## config.mk

```make
export PLATFORM = sky130hd
export DESIGN_NAME = mmio_responder_flat
export DESIGN_NICKNAME = d
export VERILOG_FILES = /design/src/rtl/mmio_responder_if.sv /design/src/rtl/mmio_responder.sv /design/src/flat_wrapper.sv
export SDC_FILE = /design/constraint.sdc
export NUM_CORES = 1
export LEC_CHECK = 0
export ABC_AREA = 1
export CAP_MARGIN = 20
export CORE_AREA = 10 10 100 102
export DETAILED_ROUTE_END_ITERATION = 8
export DIE_AREA = 0 0 110 112
export PLACE_DENSITY = 0.82
export SETUP_SLACK_MARGIN = 0.4
export SYNTH_ARGS = -nofsm -noshare
export SYNTH_HDL_FRONTEND = slang
export SYNTH_SLANG_ARGS = --single-unit
```

## constraint.sdc

```tcl
create_clock -name CLOCK_50 -period 1.8 [get_ports CLOCK_50]
set_input_delay 0.36 -clock CLOCK_50 [delete_from_list [all_inputs] [get_ports CLOCK_50]]
set_output_delay 0.36 -clock CLOCK_50 [all_outputs]
set_load 0.02 [all_outputs]
```

## src/rtl/mmio_responder_if.sv

```systemverilog
// Processor-side MMIO bus shared with data memory: strobes, address, write data,
// and the registered read return used for top-level muxing.
interface mmio_responder_if;
    logic       MemRead;
    logic       MemWrite;
    logic [7:0] ADDR;
    logic [7:0] Data_in;
    logic [7:0] Data_out;
    logic       hit;

    modport master (
        output MemRead, MemWrite, ADDR, Data_in,
        input  Data_out, hit
    );

    modport slave (
        input  MemRead, MemWrite, ADDR, Data_in,
        output Data_out, hit
    );
endinterface

```

## src/rtl/mmio_responder.sv

```systemverilog
// Memory-mapped peripheral block: LEDs, hex byte, synchronized switches/keys with
// press-event latching, and a prescaled down-counting timer with sticky done flag.
module mmio_responder #(
    parameter int unsigned PRESCALE = 50000,
    parameter logic [3:0]  BASE     = 4'hF
) (
    input  logic             CLOCK_50,
    input  logic             reset,
    mmio_responder_if.slave  bus,
    input  logic [9:0]       SW,
    input  logic [1:0]       KEY,
    output logic [9:0]       LED,
    output logic [7:0]       HEXVAL,
    output logic             TIRQ
);

    localparam int unsigned PW = (PRESCALE > 1) ? $clog2(PRESCALE) : 1;

    logic [9:0]    sw_s1, sw_s2;
    logic [1:0]    key_s1, key_s2, key_prev;
    logic [1:0]    keyev;
    logic          t_en, t_ar, t_done;
    logic [7:0]    treload, tcount;
    logic [PW-1:0] presc;

    logic       sel, wr, rd;
    logic [3:0] off;
    logic       wr_tctrl, wr_tcount, tick, tick_end;
    logic [1:0] key_fall, keyev_clr;
    logic [7:0] rdata;

    always_comb begin
        sel       = (bus.ADDR[7:4] == BASE);
        off       = bus.ADDR[3:0];
        wr        = sel && bus.MemWrite;
        rd        = sel && bus.MemRead && !bus.MemWrite;
        wr_tctrl  = wr && (off == 4'h6);
        wr_tcount = wr && (off == 4'h8);
        tick      = t_en && (presc == PW'(PRESCALE - 1));
        // Count of 1 or 0 both end the run on this tick.
        tick_end  = tick && (tcount <= 8'd1);
        key_fall  = key_prev & ~key_s2;
        keyev_clr = (wr && (off == 4'h5)) ? bus.Data_in[1:0] : 2'b00;
    end

    always_comb begin
        rdata = 8'h00;
        case (off)
            4'h0:    rdata = LED[7:0];
            4'h1:    rdata = {6'b0, LED[9:8]};
            4'h2:    rdata = HEXVAL;
            4'h3:    rdata = sw_s2[7:0];
            4'h4:    rdata = {6'b0, sw_s2[9:8]};
            4'h5:    rdata = {6'b0, keyev};
            4'h6:    rdata = {5'b0, t_done, t_ar, t_en};
            4'h7:    rdata = treload;
            4'h8:    rdata = tcount;
            default: rdata = 8'h00;
        endcase
    end

    always_ff @(posedge CLOCK_50) begin
        if (reset) begin
            sw_s1    <= '0;
            sw_s2    <= '0;
            key_s1   <= 2'b11;
            key_s2   <= 2'b11;
            key_prev <= 2'b11;
            keyev    <= '0;
        end else begin
            sw_s1    <= SW;
            sw_s2    <= sw_s1;
            key_s1   <= KEY;
            key_s2   <= key_s1;
            key_prev <= key_s2;
            // Set after clear so a coincident press survives the W1C.
            keyev    <= (keyev & ~keyev_clr) | key_fall;
        end
    end

    always_ff @(posedge CLOCK_50) begin
        if (reset) begin
            LED     <= '0;
            HEXVAL  <= '0;
            treload <= '0;
        end else begin
            if (wr && off == 4'h0) LED[7:0] <= bus.Data_in;
            if (wr && off == 4'h1) LED[9:8] <= bus.Data_in[1:0];
            if (wr && off == 4'h2) HEXVAL   <= bus.Data_in;
            if (wr && off == 4'h7) treload  <= bus.Data_in;
        end
    end

    always_ff @(posedge CLOCK_50) begin
        if (reset) begin
            presc  <= '0;
            t_en   <= 1'b0;
            t_ar   <= 1'b0;
            t_done <= 1'b0;
            tcount <= '0;
        end else begin
            if (!t_en || wr_tctrl || tick) presc <= '0;
            else                            presc <= presc + PW'(1);

            if (wr_tctrl)                 {t_ar, t_en} <= bus.Data_in[1:0];
            else if (tick_end && !t_ar)   t_en         <= 1'b0;

            t_done <= (t_done & ~(wr_tctrl & bus.Data_in[2])) | tick_end;

            if (wr_tcount)     tcount <= bus.Data_in;
            else if (tick_end) tcount <= t_ar ? treload : 8'd0;
            else if (tick)     tcount <= tcount - 8'd1;
        end
    end

    always_ff @(posedge CLOCK_50) begin
        if (reset) begin
            bus.Data_out <= '0;
            bus.hit      <= 1'b0;
        end else begin
            bus.hit <= rd;
            if (rd) bus.Data_out <= rdata;
        end
    end

    assign TIRQ = t_done;

endmodule

```

## src/flat_wrapper.sv

```systemverilog
// flat-port wrapper written by rule: the top's interface ports become plain ports
module mmio_responder_flat 
#(
    parameter int unsigned PRESCALE = 50000,
    parameter logic [3:0]  BASE     = 4'hF
)
  (CLOCK_50, reset, SW, KEY, LED, HEXVAL, TIRQ, bus_MemRead, bus_MemWrite, bus_ADDR, bus_Data_in, bus_Data_out, bus_hit);
  mmio_responder_if bus_i ();
  input  logic CLOCK_50;
  input  logic reset;
  input  logic [9:0] SW;
  input  logic [1:0] KEY;
  output logic [9:0] LED;
  output logic [7:0] HEXVAL;
  output logic TIRQ;
  input wire logic [$bits(bus_i.MemRead)-1:0] bus_MemRead;
  input wire logic [$bits(bus_i.MemWrite)-1:0] bus_MemWrite;
  input wire logic [$bits(bus_i.ADDR)-1:0] bus_ADDR;
  input wire logic [$bits(bus_i.Data_in)-1:0] bus_Data_in;
  output wire logic [$bits(bus_i.Data_out)-1:0] bus_Data_out;
  output wire logic [$bits(bus_i.hit)-1:0] bus_hit;
  assign bus_i.MemRead = bus_MemRead;
  assign bus_i.MemWrite = bus_MemWrite;
  assign bus_i.ADDR = bus_ADDR;
  assign bus_i.Data_in = bus_Data_in;
  assign bus_Data_out = bus_i.Data_out;
  assign bus_hit = bus_i.hit;
  mmio_responder #(.PRESCALE(PRESCALE), .BASE(BASE)) u_core (.CLOCK_50(CLOCK_50), .reset(reset), .bus(bus_i), .SW(SW), .KEY(KEY), .LED(LED), .HEXVAL(HEXVAL), .TIRQ(TIRQ));
endmodule
```

==> qor.json, run 1 <==
{
  "layout.nets": 728,
  "path_cells": "inv_4 -> ha_4 -> inv_1 -> nand2_2 -> nand2_2 -> nor2_4 -> inv_1 -> a21oi_1 -> nor2_1 -> a21oi_1 -> nor2_1",
  "die_span_y_um": 112,
  "cts.sinks": 90,
  "post-route-period-util_pct": 88.7,
  "tightestPinTransition_ns": 0.414,
  "synth_enable_flop_cells": 0,
  "clk_pin_slew_ns": 0.10,
  "drt_pre_antenna_iters": 6,
  "power.density_cell_area_nw_per_um2": 651,
  "first_iter_violations": 377,
  "routed_wire_length_per_instance_um": 14.8,
  "ys_top_cells_by_area": "sky130_fd_sc_hd__dfxtp_1 (43%), sky130_fd_sc_hd__nand2_1 (11%), sky130_fd_sc_hd__nor2_1 (9.5%)",
  "cp-start-kind": "register",
  "critical_path.max_stage_delay_ns": 0.35,
  "postSynthCellCount": 585,
  "worst_skew_pair.late_latency_ns": 0.37,
  "design.portCount": 60,
  "numPortBuffers": 59,
  "antenna_found_initial": 0,
  "cap_viol_max_count": 0,
  "place_worst_setup_slack_ns": -0.164,
  "root_buffer": "sky130_fd_sc_hd__clkbuf_8",
  "synth_top_flop_cell": "sky130_fd_sc_hd__dfxtp_1",
  "critical_path_peak_fanout": 6,
  "final.setup_skew_ns": 0.00856,
  "criticalPathCategory": "register to register",
  "first_pass_grt_wire_length_mm": 18.3,
  "detailed_place.area_um2": 5100,
  "cts_inserted_buffers": 9,
  "result_of_the_run": "finished clean",
  "antenna_cells_inserted": 0,
  "std_cell_rows": 33,
  "initial_utilization_pct": 52.1,
  "groute.usage.overall_pct": 18.4,
  "core_area_um2": 8050,
  "power.ir.vdd_worst_uv": 437,
  "syn_avg_cell_area_um2": 7.17,
  "first_global_vias": 3828,
  "yosys.area.top_type": "sky130_fd_sc_hd__dfxtp_1",
  "final-max-slew-violation-count": 0,
  "share_of_the_synthesized_area_in_the_top_cell_type_pct": 42.9,
  "timing.final.crit_period_ns": 1.60,
  "cts-root-to-sink-buffers": 2,
  "syn_nets": 620,
  "slew_headroom_pct": 72.4,
  "fraction_of_synthesis_flops_using_an_asynchronous_set_or_reset_pin_pct": 0,
  "worst_path_arrival_time_ns": 1.86,
  "design_area_um2": 5630,
  "post_synth_instance_area_um2": 4200,
  "via_per_inst": 5.19,
  "maxClockFrequency_ghz": 0.626,
  "dieArea_um2": 12300,
  "power.leakage_nw": 2.39,
  "library_cell_with_the_highest_instance_count_after_synthesis": "sky130_fd_sc_hd__nand2_1",
  "synth_cell_types": 35,
  "postRouteWirelength_mm": 11.9,
  "rsz0062_at_grt": "yes",
  "place_congestion": 0.937,
  "post-route-worst-setup-slack_ns": 0.203,
  "cts-htree-levels": 3,
  "chipWidth_um": 110,
  "hold_class": "register to register",
  "crit_path_end_kind": "register",
  "ys_ff_latch": 90,
  "yosysWarnings": 0,
  "cp.required_ns": 2.06,
  "grt_start_max_net_pins": 27,
  "dr_total_vias": 4164,
  "synth_top_cells_by_count": "sky130_fd_sc_hd__nand2_1 (119), sky130_fd_sc_hd__nor2_1 (106), sky130_fd_sc_hd__dfxtp_1 (90)",
  "whs_ns": 0.411,
  "finalSetupViolCount": 0,
  "cts.hold.buffers_added": 0,
  "drtAntennaViolNets": 0,
  "tritoncts_clock_tree": "yes",
  "fill_cell_instance_count_of_the_final_layout": 661,
  "critPathSlowestCell": "sky130_fd_sc_hd__dfxtp_2",
  "dp.final_hpwl_mm": 8.33,
  "areaGrowthSynthToFinish_pct": 34.2,
  "gr-total-overflow": 0,
  "synth_seq_area_share_pct": 42.9,
  "drc": 0,
  "share_of_layout_cells_above_drive_strength_1_pct": 26.5,
  "hold_violations": 0,
  "finish.utilization_pct": 69.9
}
## per-layer routing
metal	vias to the layer above	part of all wire (%)	global-route usage [%]
met5	-	0	0
met4	0	2.8	6.68
met3	35	8.0	4.33
met2	190	47	28.9
met1	1873	42	23.7
li1	2066	-	-
## repair_timing
item / 4_1_cts / 5_1_grt
setup buffers: 18 / 8
pin swaps: 26 / 10
cloned: 1 / 1
resized for setup: 132 / 33
setup endpoints to repair: 89 / 44
## sequential cells by signal (all words and copies together), names as in the netlist
register	cells
u_core.presc	16
u_core.LED	10
u_core.sw_s1	10
u_core.sw_s2	10
u_core.HEXVAL	8
u_core.bus.Data_out	8
u_core.tcount	8
u_core.treload	8
u_core.key_prev	2
u_core.key_s1	2
u_core.key_s2	2
u_core.keyev	2
u_core.TIRQ	1
u_core.bus.hit	1
u_core.t_ar	1
u_core.t_en	1
## cell usage in the layout, fill, tap and decap left out, drive strengths merged
cell type,instances
clkinv,4
clkdlybuf4s15,9
nand4,9
dfxtp,90
nor2,127
dlygate4sd2,8
buf,60
clkbuf,15
a211oi,1
dlymetal6s2s,1
a21oi,29
nand3,47
nand2,126
o21ai,42
inv,76
ha,3
and3,1
or2,6
xor2,7
a22oi,2
clkdlybuf4s50,22
xnor2,3
nor3,8
nor3b,2
## final timing paths
path / end / slack [ns] / start / cells past startpoint
min: u_core.sw_s2[8]$_SDFF_PP0_ / 0.41 / u_core.sw_s1[8]$_SDFF_PP0_ / 2
min reg2reg: u_core.sw_s2[8]$_SDFF_PP0_ / 0.41 / u_core.sw_s1[8]$_SDFF_PP0_ / 2
max reg2reg: u_core.tcount[7]$_SDFFE_PP0P_ / 0.20 / u_core.tcount[1]$_SDFFE_PP0P_ / 11
max: u_core.tcount[7]$_SDFFE_PP0P_ / 0.20 / u_core.tcount[1]$_SDFFE_PP0P_ / 11
## layout make-up
cell class	instances	area (um2)	share of cell area, %
Multi-Input combinational cell	413	2270	40.3
Tap cell	105	131	2.33
Clock buffer	9	124	2.20
Timing Repair Buffer	106	918	16.3
Sequential cell	90	1820	32.3
Inverter	73	289	5.13
Clock inverter	7	81.3	1.44
## per-stage QoR
stage / setup TNS (ns) / power, mW / instances
finish: 0 / 3.66 / 803
global route: 0 / 3.79 / 803
CTS: 0 / 3.68 / 794
detailed placement: -5.89 / 2.31 / 759
global placement: -2.48 / 2.31 / 759
floorplan: 0 / 2.17 / 585
## where the power goes
group / total (mW) / internal (mW) / leakage (nW) / switching (mW)
sequential: 2.03 / 2.02 / 0.736 / 0.0102
clock: 1.39 / 0.554 / 0.103 / 0.832
combinational: 0.248 / 0.115 / 1.55 / 0.134
total: 3.66 / 2.69 / 2.39 / 0.976
## kinds of logic (layout without fill, tap and decap cells)
| kind of cell | count (synthesis) | in the layout | synth area share (%) |
|---|---|---|---|
| XOR/XNOR | 10 | 10 | 2.09 |
| flip-flops | 90 | 90 | 42.9 |
| AO/OA/AOI/OAI | 74 | 74 | 9.09 |
| buffers and inverters | 84 | 195 | 7.99 |
| AND/OR/NAND/NOR | 324 | 326 | 37.0 |
| adder cells (fa/ha/maj) | 3 | 3 | 0.895 |
## worst max-delay path: cells and delay by family (launching register included)
kind,cells,cell delay (ns)
simple gates,5,0.50
flops,1,0.35
compound gates,2,0.29
buf+inv,3,0.24
fa+ha+maj,1,0.12
No activity file was read; power rests on OpenSTA's default activity.
==> run 2: changes to the inputs <==
--- a/config.mk
+++ b/config.mk
@@ -10,6 +10,7 @@
 export CORE_AREA = 10 10 100 102
 export DETAILED_ROUTE_END_ITERATION = 8
 export DIE_AREA = 0 0 110 112
+export HOLD_SLACK_MARGIN = 0.03
 export PLACE_DENSITY = 0.82
 export SETUP_SLACK_MARGIN = 0.4
 export SYNTH_ARGS = -nofsm -noshare
==> constraint.sdc (replaced) <==
create_clock -name CLOCK_50 -period 1.7 [get_ports CLOCK_50]
set_input_delay 0.34 -clock CLOCK_50 [delete_from_list [all_inputs] [get_ports CLOCK_50]]
set_output_delay 0.34 -clock CLOCK_50 [all_outputs]
set_load 0.02 [all_outputs]
==> run 2 against run 1 <==
- worst setup slack got worse by 0.073 ns
- non-clock buffer count rose by 9
- worst hold slack got worse by 0.0021 ns
- register-to-register slack got worse by 0.07 ns
- clock-buffer cell count did not move
- die area did not move
- clock skew rose by 0.012 ns
- maximum frequency rose by 1.7%
- first-iteration DRC count fell by 6.6%
- routed wire length rose by 4.7%
- global-route usage rose by 1.1 points
- sequential share of layout area fell by 0.40 points
- largest cell class unchanged
- largest power group unchanged
- highest routed layer unchanged
==> qor.json, run 2 (synthesized netlist as in run 1, its figures left out) <==
{
  "result_of_the_run": "finished clean",
  "crit_path_end_kind": "register",
  "worst_hold_startpoint": "u_core.sw_s1[3]$_SDFF_PP0_",
  "cts.sinks": 90,
  "first_global_vias": 4070,
  "core_area_um2": 8050,
  "root_buffer": "sky130_fd_sc_hd__clkbuf_8",
  "design.portCount": 60,
  "antenna_cells_inserted": 0,
  "drt_pre_antenna_iters": 5,
  "power.density_cell_area_nw_per_um2": 688,
  "final-seq-area_um2": 1820,
  "layout_commonest_cell": "sky130_fd_sc_hd__nand2_1",
  "final-max-slew-violation-count": 0,
  "clk_pin_slew_ns": 0.10,
  "dp.final_hpwl_mm": 8.31,
  "cap_viol_max_count": 0,
  "post-route-period-util_pct": 92.4,
  "largest_register_ffs": 16,
  "rsz0062_at_grt": "yes",
  "initial_utilization_pct": 52.1,
  "cp.buffers_inverters": 3,
  "drc": 0,
  "layout.nets": 738,
  "numPortBuffers": 59,
  "hold_path_depth": 2,
  "finalSetupViolCount": 0,
  "areaGrowthSynthToFinish_pct": 36.2,
  "dr_total_vias": 4253,
  "first_iter_violations": 352,
  "routed_wire_length_per_instance_um": 15.3,
  "die_span_y_um": 112,
  "power.ir.vdd_worst_uv": 604,
  "drtAntennaViolNets": 0,
  "critPathSlowestCell": "sky130_fd_sc_hd__dfxtp_4",
  "maxClockFrequency_ghz": 0.637,
  "cts-htree-levels": 3,
  "power.leakage_nw": 2.44,
  "criticalPathCategory": "register to register",
  "place_congestion": 0.938,
  "timing.final.crit_period_ns": 1.57,
  "chipWidth_um": 110,
  "crit_end": "u_core.t_en$_SDFFE_PP0P_",
  "first_pass_grt_wire_length_mm": 19.3,
  "tightestPinTransition_ns": 0.411,
  "crit_startpoint": "u_core.tcount[0]$_SDFFE_PP0P_",
  "via_per_inst": 5.23,
  "postRouteWirelength_mm": 12.4,
  "path_cells": "inv_4 -> ha_4 -> inv_2 -> nand2_2 -> nand2_2 -> nor2_4 -> buf_12 -> nand4_4 -> o21ai_1 -> a21oi_1",
  "top_reg_by_flops": "u_core.presc",
  "antenna_found_initial": 0,
  "share_of_layout_cells_above_drive_strength_1_pct": 31.2,
  "layout.cells.most_common_list": "sky130_fd_sc_hd__nand2_1 (107), sky130_fd_sc_hd__nor2_1 (100), sky130_fd_sc_hd__dfxtp_1 (76), sky130_fd_sc_hd__inv_1 (54), sky130_fd_sc_hd__buf_4 (51)",
  "worst_path_arrival_time_ns": 1.83,
  "cp.required_ns": 1.96,
  "cp-start-kind": "register",
  "critical_path_depth": 10,
  "cts-root-to-sink-buffers": 2,
  "critical-path-top-delay-family": "simple AND/OR/NAND/NOR gates",
  "cts_inserted_buffers": 9,
  "std_cell_rows": 33,
  "fill_cell_instance_count_of_the_final_layout": 620,
  "cpMostUsedCell": "sky130_fd_sc_hd__nand2_2",
  "r2r_cells": 10,
  "slew_headroom_pct": 72.5,
  "grt_start_max_net_pins": 23,
  "groute.usage.overall_pct": 19.5,
  "crit-reg2reg-capture": "u_core.t_en$_SDFFE_PP0P_",
  "critical_path_peak_fanout": 5,
  "tritoncts_clock_tree": "yes",
  "hold_class": "register to register",
  "final.setup_skew_ns": 0.0202,
  "fin_tns_setup_ns": 0,
  "multiInputGateArea_um2": 2340,
  "critical_path.max_stage_delay_ns": 0.38,
  "regToRegStartpoint": "u_core.tcount[0]$_SDFFE_PP0P_",
  "reg2reg_slack_ns": 0.13,
  "dieArea_um2": 12300,
  "cts.hold.buffers_added": 0,
  "hold_violations": 0,
  "whs_ns": 0.409,
  "gr-total-overflow": 0,
  "worst_skew_pair.late_latency_ns": 0.38
}
-- run 2: cell types whose count changed in the layout (fill, tap and decap cells not counted), sizes merged --
| cell | delta |
|---|---|
| inv | +1 |
| nand4 | +1 |
| clkdlybuf4s15 | -8 |
| clkbuf | -4 |
| dlygate4sd2 | -2 |
| clkinv | -1 |
| buf | +23 |
-- run 2: worst min-delay path by stage --
| stage | end | slack, ns |
|---|---|---|
| final | u_core.sw_s2[3]$_SDFF_PP0_ | 0.41 |
| after global routing | u_core.sw_s2[9]$_SDFF_PP0_ | 0.42 |
| after CTS | u_core.sw_s2[6]$_SDFF_PP0_ | 0.41 |
| after detailed placement | u_core.sw_s2[6]$_SDFF_PP0_ | 0.40 |
| after global placement | u_core.sw_s2[8]$_SDFF_PP0_ | 0.39 |
| after floorplan | u_core.sw_s2[0]$_SDFF_PP0_ | 0.39 |
-- run 2: report_power, final --
| part | internal [mW] | total (mW) | switching [mW] |
|---|---|---|---|
| clock network | 0.591 | 1.51 | 0.917 |
| registers | 2.14 | 2.15 | 0.0108 |
| logic | 0.128 | 0.276 | 0.148 |
| total | 2.86 | 3.93 | 1.08 |
-- run 2: cell type report --
class | count | area share (%)
clock buffers | 9 | 2.17
well taps | 105 | 2.30
multi-input cells | 414 | 40.9
inverters | 73 | 5.06
clock inverters | 7 | 1.38
repair buffers | 115 | 16.3
flip-flops and latches | 90 | 31.9
-- run 2: through the flow --
step / instances / instance area, um2 / power [mW] / utilization [%] / setup slack (ns)
floorplan: 585 / 4270 / 2.30 / - / 0.310
global placement: 761 / 5130 / 2.44 / 63.7 / -0.191
detailed placement: 761 / 5130 / 2.45 / 63.7 / -0.234
CTS: 800 / 5500 / 3.90 / 68.3 / 0.192
global route: 813 / 5720 / 4.02 / 71.0 / 0.0760
finish: 813 / 5720 / 3.93 / 71.0 / 0.130
-- run 2: worst register-to-register path, cell delays in order (launching register included) --
cell	delay, ns
sky130_fd_sc_hd__dfxtp_4	0.38
sky130_fd_sc_hd__inv_4	0.06
sky130_fd_sc_hd__ha_4	0.13
sky130_fd_sc_hd__inv_2	0.03
sky130_fd_sc_hd__nand2_2	0.06
sky130_fd_sc_hd__nand2_2	0.06
sky130_fd_sc_hd__nor2_4	0.20
sky130_fd_sc_hd__buf_12	0.14
sky130_fd_sc_hd__nand4_4	0.14
sky130_fd_sc_hd__o21ai_1	0.18
sky130_fd_sc_hd__a21oi_1	0.08
-- run 2: timing repair --
action	in CTS	in global routing
gates cloned	3	0
endpoints found under the setup margin	91	67
gates resized for setup	155	48
setup buffers	20	13
pin swaps	25	17
-- run 2: metal layers --
layer,up-vias,global-route usage [%],share of wire [%]
li1,2092,-,-
met1,1929,23.7,41
met2,198,31.7,48
met3,34,4.21,8.5
met4,0,9.03,2.7
met5,-,0,0
==> run 3: changes to the inputs <==
--- a/config.mk
+++ b/config.mk
@@ -7,11 +7,11 @@
 export LEC_CHECK = 0
 export ABC_AREA = 1
 export CAP_MARGIN = 20
-export CORE_AREA = 10 10 100 102
+export CORE_AREA = 10 10 114 116
 export DETAILED_ROUTE_END_ITERATION = 8
-export DIE_AREA = 0 0 110 112
+export DIE_AREA = 0 0 124 126
 export HOLD_SLACK_MARGIN = 0.03
-export PLACE_DENSITY = 0.82
+export PLACE_DENSITY = 0.66
 export SETUP_SLACK_MARGIN = 0.4
 export SYNTH_ARGS = -nofsm -noshare
 export SYNTH_HDL_FRONTEND = slang
==> run 3 against run 2 <==
- worst hold slack lost 0.0086 ns
- die area up 27%
- combinational power is 5% lower
- power down 2.5%
- clock power decreased by 6%
- non-clock buffer count decreased by 8
- routed wire length down 1.9%
- critical path type unchanged
- critical endpoint is now u_core.tcount[1]$_SDFFE_PP0P_
- largest cell class unchanged
- largest power group unchanged
==> qor.json, run 3 (synthesized netlist as in run 1, its figures left out) <==
{
  "cts-root-to-sink-buffers": 2,
  "hold_path_depth": 2,
  "largest_register_ffs": 16,
  "first_pass_grt_wire_length_mm": 19.3,
  "cts-htree-levels": 3,
  "cts.sinks": 90,
  "worst_path_arrival_time_ns": 1.87,
  "drt_pre_antenna_iters": 5,
  "place_congestion": 0.974,
  "grt_start_max_net_pins": 46,
  "postRouteWirelength_mm": 12.2,
  "tightestPinTransition_ns": 0.410,
  "layout_commonest_cell": "sky130_fd_sc_hd__nand2_1",
  "antenna_cells_inserted": 0,
  "post-route-worst-setup-slack_ns": 0.124,
  "cap_viol_max_count": 0,
  "dr_total_vias": 4131,
  "finalSetupViolCount": 0,
  "std_cell_rows": 38,
  "cts.hold.buffers_added": 0,
  "cts_inserted_buffers": 9,
  "drc": 0,
  "r2r_cells": 11,
  "power.leakage_nw": 2.38,
  "hold_class": "register to register",
  "drtAntennaViolNets": 0,
  "cp-start-kind": "register",
  "final.setup_skew_ns": 0.0141,
  "result_of_the_run": "finished clean",
  "initial_utilization_pct": 39.2,
  "final-max-slew-violation-count": 0,
  "design.portCount": 60,
  "hold_violations": 0,
  "crit_path_end_kind": "register",
  "rsz0062_at_grt": "yes",
  "chipWidth_um": 124,
  "tritoncts_clock_tree": "yes",
  "core_area_um2": 10700,
  "power.density_cell_area_nw_per_um2": 673,
  "antenna_found_initial": 0,
  "via_per_inst": 4.92,
  "fill_cell_instance_count_of_the_final_layout": 1011,
  "post-route-period-util_pct": 92.7,
  "routed_wire_length_per_instance_um": 14.5,
  "root_buffer": "sky130_fd_sc_hd__clkbuf_8",
  "areaGrowthSynthToFinish_pct": 35.8,
  "gr-total-overflow": 0,
  "cp.required_ns": 1.99,
  "timing.final.crit_period_ns": 1.58,
  "first_iter_violations": 359,
  "top_reg_by_flops": "u_core.presc",
  "clk_pin_slew_ns": 0.10,
  "numPortBuffers": 59,
  "dp.final_hpwl_mm": 8.66,
  "whs_ns": 0.400,
  "die_span_y_um": 126,
  "layout.cells.most_common_list": "sky130_fd_sc_hd__nand2_1 (108), sky130_fd_sc_hd__nor2_1 (96), sky130_fd_sc_hd__dfxtp_1 (74), sky130_fd_sc_hd__inv_1 (56), sky130_fd_sc_hd__buf_4 (48)",
  "critical_path_peak_fanout": 5,
  "first_global_vias": 3927,
  "place_worst_setup_slack_ns": -0.253,
  "reg2reg_slack_ns": 0.12,
  "crit-reg2reg-capture": "u_core.tcount[1]$_SDFFE_PP0P_",
  "slew_headroom_pct": 72.6,
  "criticalPathCategory": "register to register",
  "power.ir.vdd_worst_uv": 422,
  "layout.nets": 729,
  "share_of_layout_cells_above_drive_strength_1_pct": 30.5,
  "regToRegStartpoint": "u_core.tcount[1]$_SDFFE_PP0P_",
  "worst_hold_startpoint": "u_core.sw_s1[8]$_SDFF_PP0_",
  "dieArea_um2": 15600,
  "groute.usage.overall_pct": 15.4,
  "worst_hold_path.endpoint": "u_core.sw_s2[8]$_SDFF_PP0_",
  "maxClockFrequency_ghz": 0.634,
  "worst_skew_pair.late_latency_ns": 0.36
}
-- run 3: cell type report --
| type | instances | area (um2) | area share, % |
|---|---|---|---|
| multi-input combinational | 413 | 2320 | 40.8 |
| sequential | 90 | 1820 | 32.0 |
| timing repair buffer | 107 | 897 | 15.7 |
| inverter | 73 | 287 | 5.03 |
| tap | 140 | 175 | 3.07 |
| clock buffer | 10 | 138 | 2.41 |
| clock inverter | 6 | 55.1 | 0.966 |
-- run 3: timing repair --
item,in CTS,in global routing
buffers inserted,21,6
cloned,2,0
pin swaps,28,16
endpoints found under the setup margin,90,66
resized for setup,149,58
-- run 3: layer usage --
layer | GRT usage (%) | share of wire (%) | vias up | wire [um]
li1 | - | - | 2069 | -
met1 | 20.1 | 45 | 1918 | 5480
met2 | 23.9 | 46 | 118 | 5670
met3 | 3.17 | 6.1 | 26 | 744
met4 | 6.84 | 2.4 | 0 | 298
met5 | 0 | 0 | - | 0
-- run 3: power by group --
| part | switching [mW] | total [mW] | leakage, nW | internal [mW] |
|---|---|---|---|---|
| clock network | 0.821 | 1.42 | 0.0934 | 0.602 |
| registers | 0.0106 | 2.15 | 0.739 | 2.14 |
| logic | 0.143 | 0.263 | 1.55 | 0.120 |
| total | 0.975 | 3.83 | 2.38 | 2.86 |
-- run 3: through the flow --
stage | utilization [%] | area, um2 | TNS (ns) | instances | power, mW
floorplan | - | 4270 | 0 | 585 | 2.30
global placement | 48.3 | 5170 | -8.93 | 794 | 2.45
detailed placement | 48.3 | 5170 | -10.31 | 794 | 2.45
CTS | 51.7 | 5530 | 0 | 833 | 3.88
global route | 53.3 | 5700 | 0 | 839 | 3.99
finish | 53.3 | 5700 | 0 | 839 | 3.83
-- run 3: critical path: stages, from the launching register on --
cell and delay (ns):
sky130_fd_sc_hd__dfxtp_2 0.35, sky130_fd_sc_hd__inv_4 0.08, sky130_fd_sc_hd__ha_4 0.11, sky130_fd_sc_hd__inv_1 0.04, sky130_fd_sc_hd__nand2_2 0.06, sky130_fd_sc_hd__nand2_2 0.06, sky130_fd_sc_hd__nor2_4 0.19, sky130_fd_sc_hd__buf_4 0.15
sky130_fd_sc_hd__nand4_4 0.14, sky130_fd_sc_hd__nand2_2 0.11, sky130_fd_sc_hd__nand3_1 0.07, sky130_fd_sc_hd__a21oi_1 0.14
-- run 3: worst max path at each step --
| stage | end | start |
|---|---|---|
| final | u_core.tcount[1]$_SDFFE_PP0P_ | u_core.tcount[1]$_SDFFE_PP0P_ |
| after detailed placement | u_core.presc[6]$_SDFF_PP0_ | bus_ADDR[1] |
| after CTS | u_core.tcount[7]$_SDFFE_PP0P_ | u_core.tcount[0]$_SDFFE_PP0P_ |
| after global routing | u_core.tcount[0]$_SDFFE_PP0P_ | u_core.tcount[1]$_SDFFE_PP0P_ |
| after floorplan | u_core.tcount[1]$_SDFFE_PP0P_ | u_core.tcount[0]$_SDFFE_PP0P_ |
| after global placement | u_core.treload[5]$_SDFFE_PP0P_ | bus_ADDR[1] |
